## src/rtl/uart_tx_engine.sv

```systemverilog
`timescale 1ns/1ps
// uart_tx_engine: pops one byte from the TX FIFO and sends it as start/8 data (LSB first)/[even parity]/stop.
// Latency: start condition seen at edge E -> start bit and pop strobe in the cycle after E; frame is (10+PARITY_EN)*CLKS_PER_BIT cycles.
// Backpressure: a new frame starts only when enable=1 and the FIFO is non-empty; enable never aborts a frame in progress.
module uart_tx_engine #(
  parameter int CLKS_PER_BIT = 16,
  parameter bit PARITY_EN    = 1'b0
) (
  input  logic       clk,
  input  logic       n_rst,
  input  logic       enable,
  input  logic       fifo_empty,
  input  logic [7:0] fifo_rdata,
  output logic       fifo_renable,
  output logic       tx_out,
  output logic       tx_busy,
  output logic       tx_done
);

  // Cycle counter is at least one bit wide even for the smallest legal divider.
  localparam int CW = (CLKS_PER_BIT > 1) ? $clog2(CLKS_PER_BIT) : 1;
  localparam logic [CW-1:0] CNT_LAST   = CW'(CLKS_PER_BIT - 1);
  localparam logic [CW-1:0] CNT_PENULT = CW'(CLKS_PER_BIT - 2);

  typedef enum logic [2:0] {
    IDLE   = 3'd0,
    START  = 3'd1,
    DATA   = 3'd2,
    PARITY = 3'd3,
    STOP   = 3'd4
  } state_t;

  state_t        state_q;
  logic [CW-1:0] cnt_q;
  logic [CW-1:0] cnt_d;
  logic [2:0]    bit_q;
  logic [7:0]    shift_q;
  logic          par_q;
  logic          ren_q;
  logic          tx_q;
  logic          busy_q;
  logic          done_q;
  logic          bit_end;

  // Bit boundary and wrapping cycle count, shared by every non-idle state.
  always_comb begin
    bit_end = (cnt_q == CNT_LAST);
    cnt_d   = bit_end ? '0 : cnt_q + CW'(1);
  end

  // Frame sequencer; every output comes straight from a flop.
  always_ff @(posedge clk) begin
    if (!n_rst) begin
      state_q <= IDLE;
      cnt_q   <= '0;
      bit_q   <= '0;
      shift_q <= '0;
      par_q   <= 1'b0;
      ren_q   <= 1'b0;
      tx_q    <= 1'b1;
      busy_q  <= 1'b0;
      done_q  <= 1'b0;
    end else begin
      // Pop and done are single-cycle strobes unless re-asserted below.
      ren_q  <= 1'b0;
      done_q <= 1'b0;
      case (state_q)
        IDLE: begin
          tx_q   <= 1'b1;
          busy_q <= 1'b0;
          cnt_q  <= '0;
          bit_q  <= '0;
          if (enable && !fifo_empty) begin
            // Capture the head before popping so later head changes cannot leak in.
            shift_q <= fifo_rdata;
            par_q   <= ^fifo_rdata;
            ren_q   <= 1'b1;
            tx_q    <= 1'b0;
            busy_q  <= 1'b1;
            state_q <= START;
          end
        end
        START: begin
          cnt_q <= cnt_d;
          if (bit_end) begin
            tx_q    <= shift_q[0];
            state_q <= DATA;
          end
        end
        DATA: begin
          cnt_q <= cnt_d;
          if (bit_end) begin
            shift_q <= {1'b0, shift_q[7:1]};
            bit_q   <= bit_q + 3'd1;
            if (bit_q == 3'd7) begin
              if (PARITY_EN) begin
                tx_q    <= par_q;
                state_q <= PARITY;
              end else begin
                tx_q    <= 1'b1;
                state_q <= STOP;
              end
            end else begin
              tx_q <= shift_q[1];
            end
          end
        end
        PARITY: begin
          cnt_q <= cnt_d;
          if (bit_end) begin
            tx_q    <= 1'b1;
            state_q <= STOP;
          end
        end
        STOP: begin
          cnt_q <= cnt_d;
          // Raise done one edge early so it lines up with the final stop cycle.
          if (cnt_q == CNT_PENULT) begin
            done_q <= 1'b1;
          end
          if (bit_end) begin
            tx_q    <= 1'b1;
            busy_q  <= 1'b0;
            state_q <= IDLE;
          end
        end
        default: begin
          state_q <= IDLE;
        end
      endcase
    end
  end

  assign fifo_renable = ren_q;
  assign tx_out       = tx_q;
  assign tx_busy      = busy_q;
  assign tx_done      = done_q;

endmodule

```

## config.mk

```make
export PLATFORM = sky130hd
export DESIGN_NAME = uart_tx_engine
export DESIGN_NICKNAME = d
export VERILOG_FILES = /design/src/rtl/uart_tx_engine.sv
export SDC_FILE = /design/constraint.sdc
export NUM_CORES = 1
export LEC_CHECK = 0
export ABC_AREA = 0
export ABC_CLOCK_PERIOD_IN_PS = 1600
export BUFFER_PORTS_ARGS = -buffer_cell sky130_fd_sc_hd__buf_2
export CAP_MARGIN = 20
export CELL_PAD_IN_SITES_DETAIL_PLACEMENT = 0
export CELL_PAD_IN_SITES_GLOBAL_PLACEMENT = 1
export CORE_MARGIN = 2
export CORE_UTILIZATION = 40
export CTS_BUF_LIST = sky130_fd_sc_hd__clkbuf_4 sky130_fd_sc_hd__clkbuf_8
export DETAILED_ROUTE_END_ITERATION = 12
export PLACE_DENSITY_LB_ADDON = 0.08
export SLEW_MARGIN = 20
export SYNTH_ARGS = -nofsm -noshare
export SYNTH_HDL_FRONTEND = slang
export SYNTH_SLANG_ARGS = --single-unit
```

## constraint.sdc

```tcl
create_clock -name clk -period 1.6 [get_ports clk]
set_input_delay 0.08 -clock clk [delete_from_list [all_inputs] [get_ports clk]]
set_output_delay 0.08 -clock clk [all_outputs]
set_load 0.02 [all_outputs]
```

==> impl_metrics.tcl <==
set metrics [dict create \
    relSlewSlack_pct 74.16 \
    finalHoldViolations 0 \
    layout-drive-gt1-share_pct 23.94 \
    synth_warnings 0 \
    wl_per_cell_um 13.20 \
    fillers 266 \
    clk_latency_ns 0.31 \
    hp-class "in2reg" \
    die_w_um 57.33 \
    min_period_ns 1.507 \
    synth.distinct_cells 33 \
    busiest_layer "met2" \
    grt_pass1_vias 891 \
    reg2reg_from "state_q[0]" \
    cp_max_fo 15 \
    drc_errors 0 \
    post-dp-hpwl_um 1653 \
    max_freq_mhz 663.6 \
    grt_pass1_wl_um 4015 \
    io_pins 16 \
    fin_crit_sh_pct 94.18 \
    first_pass_iters 4 \
    synth-seq-area-share_pct 38.72 \
    synth_fp_nets 138 \
    vdd_ir_drop_max_uv 440.1 \
    globalplace.congestion 0.8437 \
    cp-startpoint "state_q[0]" \
    grt_use_met2_pct 26.77 \
    numClockSinks 22 \
    grt_overflow_total 0 \
    antenna_found_initial 0 \
    ant_nets 0 \
    hold_depth 4 \
    r2r_end "shift_q[7]" \
    run_status "completed" \
    setup_viol 0 \
    avgViaCountPerCell 5.289 \
    hold_buffers 0 \
    slew_viol_final 0 \
    r2r.worst_path.cells 4 \
    num_rows 19 \
    post-place-ws_ns 0.1035 \
    hold_end "shift_q[3]" \
    start_util_pct 41.60 \
    critPathRequiredTime_ns 1.83 \
    path_clk_slew_ns 0.13 \
    cts_tree "done" \
    syn_inst 122 \
    track_usage_pct 15.74 \
    io_buffers 15 \
    synth-seq-cells 22 \
    cts-root-buf "clkbuf_4" \
    nNetsFinal 159 \
    area_growth_pct 15.95 \
    avgSynthCellArea_um2 9.322 \
    leakagePower_nw 0.6080 \
    die_y_um 57.33 \
    diodes 0 \
    grt_max_degree 22 \
    h-tree-depth 1 \
    die-area_um2 3286 \
    clockBufferDepth 2 \
    drt_wl_total_um 2283 \
    p_per_area_nw_per_um2 850.0 \
    power_mw 1.121 \
    cp-start-kind "flop" \
    worst-setup-path-type "reg2reg" \
    final_util_pct 48.24 \
    num_vias 915 \
    crit_arrival_ns 1.73 \
    reg2reg_slack_ns 0.09 \
    min_from "fifo_rdata[3]" \
    tightest_slew_ns 0.3862 \
    use_met3_pct 2.721 \
    cap_viol_max_count 0 \
    worst_slack_ns 0.09312 \
    holdWs_ns 0.1016 \
    rsz0062_at_grt "no" \
    drtIter0Drc 18 \
    met1_usage_pct 19.21 \
    cp-end-kind "flop" \
    setup_tns_ns 0 \
    core_area_um2 2734 \
    skew_ns 0.007428 \
    synth_area_um2 1137 \
    cts_buffers 3 \
]
-- synthesized netlist by cell type --
master / count / area, µm²
buf_12: 1 / 20.02
o21a_1: 4 / 30.03
o32ai_1: 1 / 8.760
o211a_1: 7 / 70.07
buf_8: 1 / 15.01
o21ai_0: 3 / 15.01
mux2i_1: 7 / 70.07
nand3_1: 5 / 25.02
buf_4: 1 / 7.510
clkbuf_1: 3 / 11.26
nor4b_1: 2 / 17.52
or3_4: 1 / 11.26
o211ai_1: 1 / 7.510
or3_1: 1 / 6.260
buf_6: 2 / 22.52
o21ai_1: 1 / 5.000
a21boi_0: 6 / 45.04
nor2_1: 7 / 26.28
a41oi_1: 1 / 8.760
nor3_1: 2 / 10.01
and2_1: 3 / 18.77
ha_1: 4 / 50.05
nand4_1: 2 / 12.51
dfxtp_1: 22 / 440.4
and3_1: 5 / 31.28
a21oi_1: 5 / 25.02
o311ai_0: 1 / 8.760
a2bb2o_4: 1 / 20.02
inv_1: 4 / 15.01
nor3b_1: 3 / 22.52
nand2_1: 13 / 48.80
buf_2: 1 / 5.000
nand2b_1: 1 / 6.260
-- kinds of logic (layout without fill, tap and decap cells) --
| kind of cell | Yosys count | count (layout) | synth area share [%] |
|---|---|---|---|
| and+or+nand+nor | 45 | 45 | 20.79 |
| AOI/OAI and AO/OA | 31 | 31 | 21.45 |
| DFF | 22 | 22 | 38.72 |
| buffers and inverters | 13 | 33 | 8.470 |
| muxes | 7 | 7 | 6.161 |
| adders and majority gates | 4 | 4 | 4.401 |
-- critical path, cell delays in order, from the launching register on --
cell and delay, ns:
dfxtp_1 0.41, or3_4 0.48, a2bb2o_4 0.31, nor2_1 0.05
o21a_1 0.17
-- through the flow --
step / area (µm²) / cells
finish: 1319 / 173
global route: 1319 / 173
CTS: 1318 / 173
detailed placement: 1265 / 169
global placement: 1265 / 169
floorplan: 1140 / 122
-- per-layer routing --
metal	share of wire (%)	wire length, µm
met4	0.92	21
met1	45	1037
met5	0	0
met3	3.8	86
met2	50	1138
-- cell usage in the layout, fill, tap and decap left out, drive strengths merged --
cell type	n
nand2b	1
and2	3
or3	2
a21oi	5
nand2	13
buf	25
o311ai	1
dfxtp	22
o32ai	1
mux2i	7
a41oi	1
o211a	7
bufinv	1
nor3b	3
nor4b	2
clkbuf	3
a2bb2o	1
ha	4
nand3	5
nor3	2
nor2	7
and3	5
inv	4
o21ai	4
nand4	2
a21boi	6
o21a	4
o211ai	1
-- worst max path at each step --
stage	to	slack (ns)	cells past startpoint
floorplan	shift_q[0]	0.02	7
global placement	state_q[1]	0.11	6
detailed placement	shift_q[7]	0.10	4
CTS	shift_q[7]	0.09	4
global route	shift_q[7]	0.008	4
finish	shift_q[7]	0.09	4
-- power by group --
part	switching [mW]	internal, mW
registers	0.0145	0.570
clock network	0.179	0.253
logic	0.0534	0.0510
total	0.247	0.874
-- area by class of cell --
| cell class | instances | area, µm² | area share (%) |
|---|---|---|---|
| Clock buffer | 3 | 22.52 | 1.708 |
| Sequential cell | 22 | 440.4 | 33.40 |
| Tap cell | 31 | 38.79 | 2.941 |
| Inverter | 4 | 15.01 | 1.139 |
| Timing Repair Buffer | 25 | 162.7 | 12.33 |
| Clock inverter | 1 | 30.03 | 2.277 |
| Multi-Input combinational cell | 87 | 609.3 | 46.21 |
-- flip-flops by register name, indices dropped and copies added, names as in the netlist --
signal and count:
cnt_q 4, shift_q 8, tx_out 1, tx_done 1
tx_busy 1, state_q 3, bit_q 3, fifo_renable 1
-- repair_timing --
item,in CTS,in global routing
buffers inserted,0,0
resized for setup,0,2
endpoints found under the setup margin,0,3
Power figures use the tool's default switching activity.
